File: src/rtl/benes_cfg_ctrl.sv
// Configuration controller for a Benes network of 2x2 bar/cross cells: stores permutation
// entries and applies one to switch_set on request. Optional bypass path: BENES_CFG_BYPASS_EN.
module benes_cfg_ctrl #(
  parameter int N          = 8,
  parameter int NUM_CFG    = 4,
  parameter int CFG_WORD   = 8,
  parameter int SETTLE_CYC = 2,
  localparam int LOGN      = $clog2(N),
  localparam int NUM_SW    = (N / 2) * (2 * LOGN - 1),
  localparam int WPC       = (NUM_SW + CFG_WORD - 1) / CFG_WORD,
  localparam int SEL_W     = $clog2(NUM_CFG),
  localparam int WORD_W    = (WPC > 1) ? $clog2(WPC) : 1
) (
  input  logic                clk,
  input  logic                rst,
  input  logic                cfg_wr_en,
  input  logic [SEL_W-1:0]    cfg_wr_sel,
  input  logic [WORD_W-1:0]   cfg_wr_word,
  input  logic [CFG_WORD-1:0] cfg_wr_data,
  output logic                cfg_wr_ready,
  input  logic                sel_req_valid,
  input  logic [SEL_W-1:0]    sel_req_idx,
  output logic                sel_req_ready,
  output logic                sel_err,
  output logic [NUM_SW-1:0]   switch_set,
  output logic [SEL_W-1:0]    cfg_active_idx,
  output logic                net_ready,
`ifdef BENES_CFG_BYPASS_EN
  input  logic                byp_req,
  output logic                byp_active,
`endif
  output logic                busy
);

  localparam logic [1:0] S_IDLE   = 2'd0;
  localparam logic [1:0] S_APPLY  = 2'd1;
  localparam logic [1:0] S_SETTLE = 2'd2;
  localparam logic [1:0] S_READY  = 2'd3;

  localparam int CNT_W = (SETTLE_CYC > 1) ? $clog2(SETTLE_CYC) : 1;
  localparam logic [CNT_W-1:0] CNT_INIT = CNT_W'((SETTLE_CYC > 0) ? SETTLE_CYC - 1 : 0);
  localparam logic [WORD_W:0]  WPC_L    = (WORD_W + 1)'(WPC);

  logic [1:0]        state;
  logic [SEL_W-1:0]  pend_idx;
  logic [CNT_W-1:0]  settle_cnt;
  logic [WPC-1:0]    wmask [NUM_CFG];
  logic [NUM_SW-1:0] mem [NUM_CFG];
  logic [NUM_SW-1:0] wr_bit_sel;
  logic [NUM_SW-1:0] wr_bit_data;
  logic [NUM_SW-1:0] entry_bits;
  logic              req_window;
  logic              wr_fire;
`ifdef BENES_CFG_BYPASS_EN
  logic              pend_byp;
`endif

  assign req_window   = (state == S_IDLE) || (state == S_READY);
  assign cfg_wr_ready = (state != S_APPLY);
  assign net_ready    = (state == S_READY);
  assign busy         = (state == S_APPLY) || (state == S_SETTLE);
  assign wr_fire      = cfg_wr_en && cfg_wr_ready && ({1'b0, cfg_wr_word} < WPC_L);
  assign entry_bits   = mem[pend_idx];

`ifdef BENES_CFG_BYPASS_EN
  assign sel_req_ready = req_window && !byp_req;
`else
  assign sel_req_ready = req_window;
`endif

  // Each switch bit k lives in word k/CFG_WORD; padding bits of the last word are never stored.
  for (genvar k = 0; k < NUM_SW; k++) begin : g_wr_map
    assign wr_bit_sel[k]  = (cfg_wr_word == WORD_W'(k / CFG_WORD));
    assign wr_bit_data[k] = cfg_wr_data[k % CFG_WORD];
  end

  always_ff @(posedge clk) begin
    if (wr_fire) begin
      mem[cfg_wr_sel] <= (mem[cfg_wr_sel] & ~wr_bit_sel) | (wr_bit_data & wr_bit_sel);
    end
  end

  // Validity uses masks as registered before the request cycle; APPLY reads memory one
  // cycle later, so a write landing alongside the request is picked up (write-first).
  always_ff @(posedge clk) begin
    if (rst) begin
      state          <= S_IDLE;
      switch_set     <= '0;
      cfg_active_idx <= '0;
      sel_err        <= 1'b0;
      pend_idx       <= '0;
      settle_cnt     <= '0;
      for (int i = 0; i < NUM_CFG; i++) wmask[i] <= '0;
`ifdef BENES_CFG_BYPASS_EN
      pend_byp       <= 1'b0;
      byp_active     <= 1'b0;
`endif
    end else begin
      sel_err <= 1'b0;
      if (wr_fire) wmask[cfg_wr_sel][cfg_wr_word] <= 1'b1;
      case (state)
        S_IDLE, S_READY: begin
`ifdef BENES_CFG_BYPASS_EN
          if (byp_req) begin
            state    <= S_APPLY;
            pend_byp <= 1'b1;
          end else if (sel_req_valid) begin
            if (&wmask[sel_req_idx]) begin
              state    <= S_APPLY;
              pend_idx <= sel_req_idx;
              pend_byp <= 1'b0;
            end else begin
              sel_err <= 1'b1;
            end
          end
`else
          if (sel_req_valid) begin
            if (&wmask[sel_req_idx]) begin
              state    <= S_APPLY;
              pend_idx <= sel_req_idx;
            end else begin
              sel_err <= 1'b1;
            end
          end
`endif
        end
        S_APPLY: begin
`ifdef BENES_CFG_BYPASS_EN
          byp_active <= pend_byp;
          if (pend_byp) begin
            switch_set <= '0;
          end else begin
            switch_set     <= entry_bits;
            cfg_active_idx <= pend_idx;
          end
`else
          switch_set     <= entry_bits;
          cfg_active_idx <= pend_idx;
`endif
          settle_cnt <= CNT_INIT;
          state      <= (SETTLE_CYC == 0) ? S_READY : S_SETTLE;
        end
        S_SETTLE: begin
          if (settle_cnt == '0) state <= S_READY;
          else settle_cnt <= settle_cnt - 1'b1;
        end
        default: state <= S_IDLE;
      endcase
    end
  end

endmodule

File: config.mk
export PLATFORM = sky130hd
export DESIGN_NAME = benes_cfg_ctrl
export DESIGN_NICKNAME = d
export VERILOG_FILES = /design/src/rtl/benes_cfg_ctrl.sv
export SDC_FILE = /design/constraint.sdc
export NUM_CORES = 1
export LEC_CHECK = 0
export CAP_MARGIN = 20
export CORE_MARGIN = 2
export CORE_UTILIZATION = 52
export DETAILED_ROUTE_END_ITERATION = 8
export DONT_BUFFER_PORTS = 1
export GPL_TIMING_DRIVEN = 0
export PLACE_DENSITY_LB_ADDON = 0.15
export SLEW_MARGIN = 20
export SYNTH_ARGS = -nofsm -noshare
export SYNTH_HDL_FRONTEND = slang
export SYNTH_SLANG_ARGS = --single-unit
File: constraint.sdc
create_clock -name clk -period 3.25 [get_ports clk]
set_clock_uncertainty 0.1 [all_clocks]
set_input_delay 0.65 -clock clk [delete_from_list [all_inputs] [get_ports clk]]
set_output_delay 0.65 -clock clk [all_outputs]
set_load 0.02 [all_outputs]
==> impl_metrics.json <==
{
  "ant_nets": 0,
  "clock-root-buffer": "clkbuf_8",
  "multi_input_area_mm2": 0.00187,
  "fin_cells": 492,
  "cts_resized": 0,
  "slew_violations": 0,
  "portBuffers": 0,
  "worst_pin_slew_ns": 0.758,
  "start_util": 0.540,
  "synth_area_leader_cell": "edfxtp_1",
  "ios": 45,
  "ys_seq_elements": 120,
  "fin_area_mm2": 0.00620,
  "clk_pin_slew_worst_paths_ns": 0.06,
  "worstSkewPairLatency_ns": 0.52,
  "firstDrtPassIters": 4,
  "avgRoutedWirePerCell_um": 22.6,
  "rows": 36,
  "placed_area_mm2": 0.00558,
  "end_kind": "flip-flop",
  "area_growth_pct": 16.4,
  "drc": 0,
  "synth.top_cell.area_share": 0.519,
  "hold_viol": 0,
  "htree_levels": 4,
  "crit_path_max_fanout": 8,
  "slew_headroom": 0.493,
  "cap_violations": 0,
  "routabilityCongestion": 0.735,
  "post_cts_buffers": 0,
  "seqCellArea_mm2": 0.00332,
  "clkSinkCount": 120,
  "synth.most_common_cell": "edfxtp_1",
  "synth_edf_count": 92,
  "cts_tree": "yes",
  "synth_area_leaders": "edfxtp_1 52%, mux4_2 15%, dfxtp_1 11%",
  "dp_hpwl_mm": 7.32,
  "max_freq_ghz": 0.333,
  "worstHoldPathType": "in -> reg",
  "hold_buffers": 0,
  "finalSetupTns_ns": 0,
  "rsz0062_at_grt": "no",
  "async_flop_share": 0,
  "critPathKind": "reg -> reg",
  "nets": 368,
  "power_density_mw_per_mm2": 731,
  "drt_iter0_drc": 231,
  "critPathArrivalTime_ns": 3.13,
  "syn_area_mm2": 0.00533,
  "core-area_mm2": 0.00986,
  "grt_max_degree": 21,
  "rrSetupSlack_ns": 0.25,
  "dieHeight_um": 105,
  "synth_cells": 320,
  "grt_pass1_wl_mm": 17.4,
  "synth-main-ff-cell": "edfxtp_1",
  "track_usage": 0.221,
  "avgSynthCellArea_um2": 16.6,
  "setup_viol": 0,
  "status": "finished, final reports clean",
  "synth_warnings": 0,
  "finalWirelength_mm": 11.1,
  "cellLeakagePower_nw": 2.09,
  "grt-ovfl-total": 0,
  "fin_ws_ns": 0.246,
  "worstSetupStartpointType": "flip-flop",
  "grt_pass1_vias": 3093,
  "irDropWorstVdd_v": 0.000399,
  "fin_crit_sh": 0.924,
  "vias": 2911,
  "ys_top_cells_by_count": "92 x edfxtp_1, 38 x nor2_1, 35 x mux4_2",
  "drive_gt1_frac": 0.304,
  "cp.required_ns": 3.38,
  "cts_inserted_buffers": 17,
  "clock_path_buffers": 2,
  "viasPerCell": 5.92,
  "dp.cells": 460,
  "die_area_mm2": 0.0111,
  "diodes": 0,
  "fin_util": 0.629,
  "die_w_um": 105,
  "period_needed_ns": 3.00,
  "antenna_found_initial": 0,
  "pre_cts_ws_ns": 0.280,
  "synth.distinct_cells": 32,
  "synth_nets": 342,
  "nFillCells": 733,
  "yosysSeqAreaShare": 0.624
}
-- cell type report --
class,instances,area share
Buffer,22,0.0208
Clock buffer,18,0.0674
Clock inverter,14,0.0331
Inverter,6,0.00363
Multi-Input combinational cell,172,0.302
Sequential cell,120,0.536
Tap cell,133,0.0268
Timing Repair Buffer,7,0.0103
-- sequential cells by signal (all words and copies together), names as in the netlist --
register / count
cfg_active_idx: 2
mem: 80
pend_idx: 2
sel_err: 1
settle_cnt: 1
state: 2
switch_set: 20
wmask: 12
-- report_power, final --
group          leakage (nW)  internal, mW  switching (mW)  total [mW]
registers              1.08          1.81           0.139        1.95
logic                 0.713         0.259           0.354       0.613
clock network         0.300          1.31           0.656        1.97
-- metrics by stage --
| stage | power, mW | hold slack, ns |
|---|---|---|
| floorplan | 2.44 | 0.354 |
| global placement | 2.56 | 0.371 |
| detailed placement | 2.60 | 0.382 |
| CTS | 4.56 | 0.154 |
| global route | 4.70 | 0.180 |
| finish | 4.53 | 0.177 |
-- per-layer routing --
| layer | global-route usage | share of wire |
|---|---|---|
| met3 | 0.0711 | 0.071 |
| met2 | 0.357 | 0.50 |
| met5 | 0 | 0 |
| met1 | 0.278 | 0.42 |
| met4 | 0.0876 | 0.0097 |
-- critical path, cell delays in order, from the launching register on --
cell and delay [ns]:
dfxtp_1 0.38, inv_1 0.08, ha_1 0.18, clkbuf_1 0.17, inv_1 0.24, nand3_1 0.34, nor3b_2 0.74, buf_4 0.31
buf_6 0.16
-- cells in the final DEF (no fill, tap or decap), drive strengths merged, types with 4 or more instances in the layout --
master | Yosys | routed
mux4 | 40 | 40
inv | 6 | 6
ha | 4 | 4
nor3 | 4 | 4
buf | 15 | 22
clkinv | 0 | 7
dfxtp | 28 | 28
nand2 | 10 | 10
edfxtp | 92 | 92
o31ai | 5 | 5
o21ai | 10 | 10
clkbuf | 7 | 25
mux2 | 21 | 21
nor2 | 38 | 38
bufinv | 0 | 5
mux2i | 23 | 23
-- cell families (layout without fill, tap and decap cells) --
logic type	Yosys count	count (layout)	share of synthesized area
AND/OR/NAND/NOR	66	66	0.0578
multiplexers	84	84	0.260
AO/OA/AOI/OAI	18	18	0.0200
flip-flops	120	120	0.624
adder cells (fa/ha/maj)	4	4	0.00940
buffers and inverters	28	67	0.0284
-- path summary, 6_finish.rpt --
kind                                    end  cells after the start           start
worst max-delay path             mem[2][12]                      8        state[1]
worst min-delay path            pend_idx[0]                      2  sel_req_idx[0]
worst max register to register   mem[2][12]                      8        state[1]
worst min register to register   settle_cnt                      2      settle_cnt
Note: power is estimated with default switching activity, not from simulation.
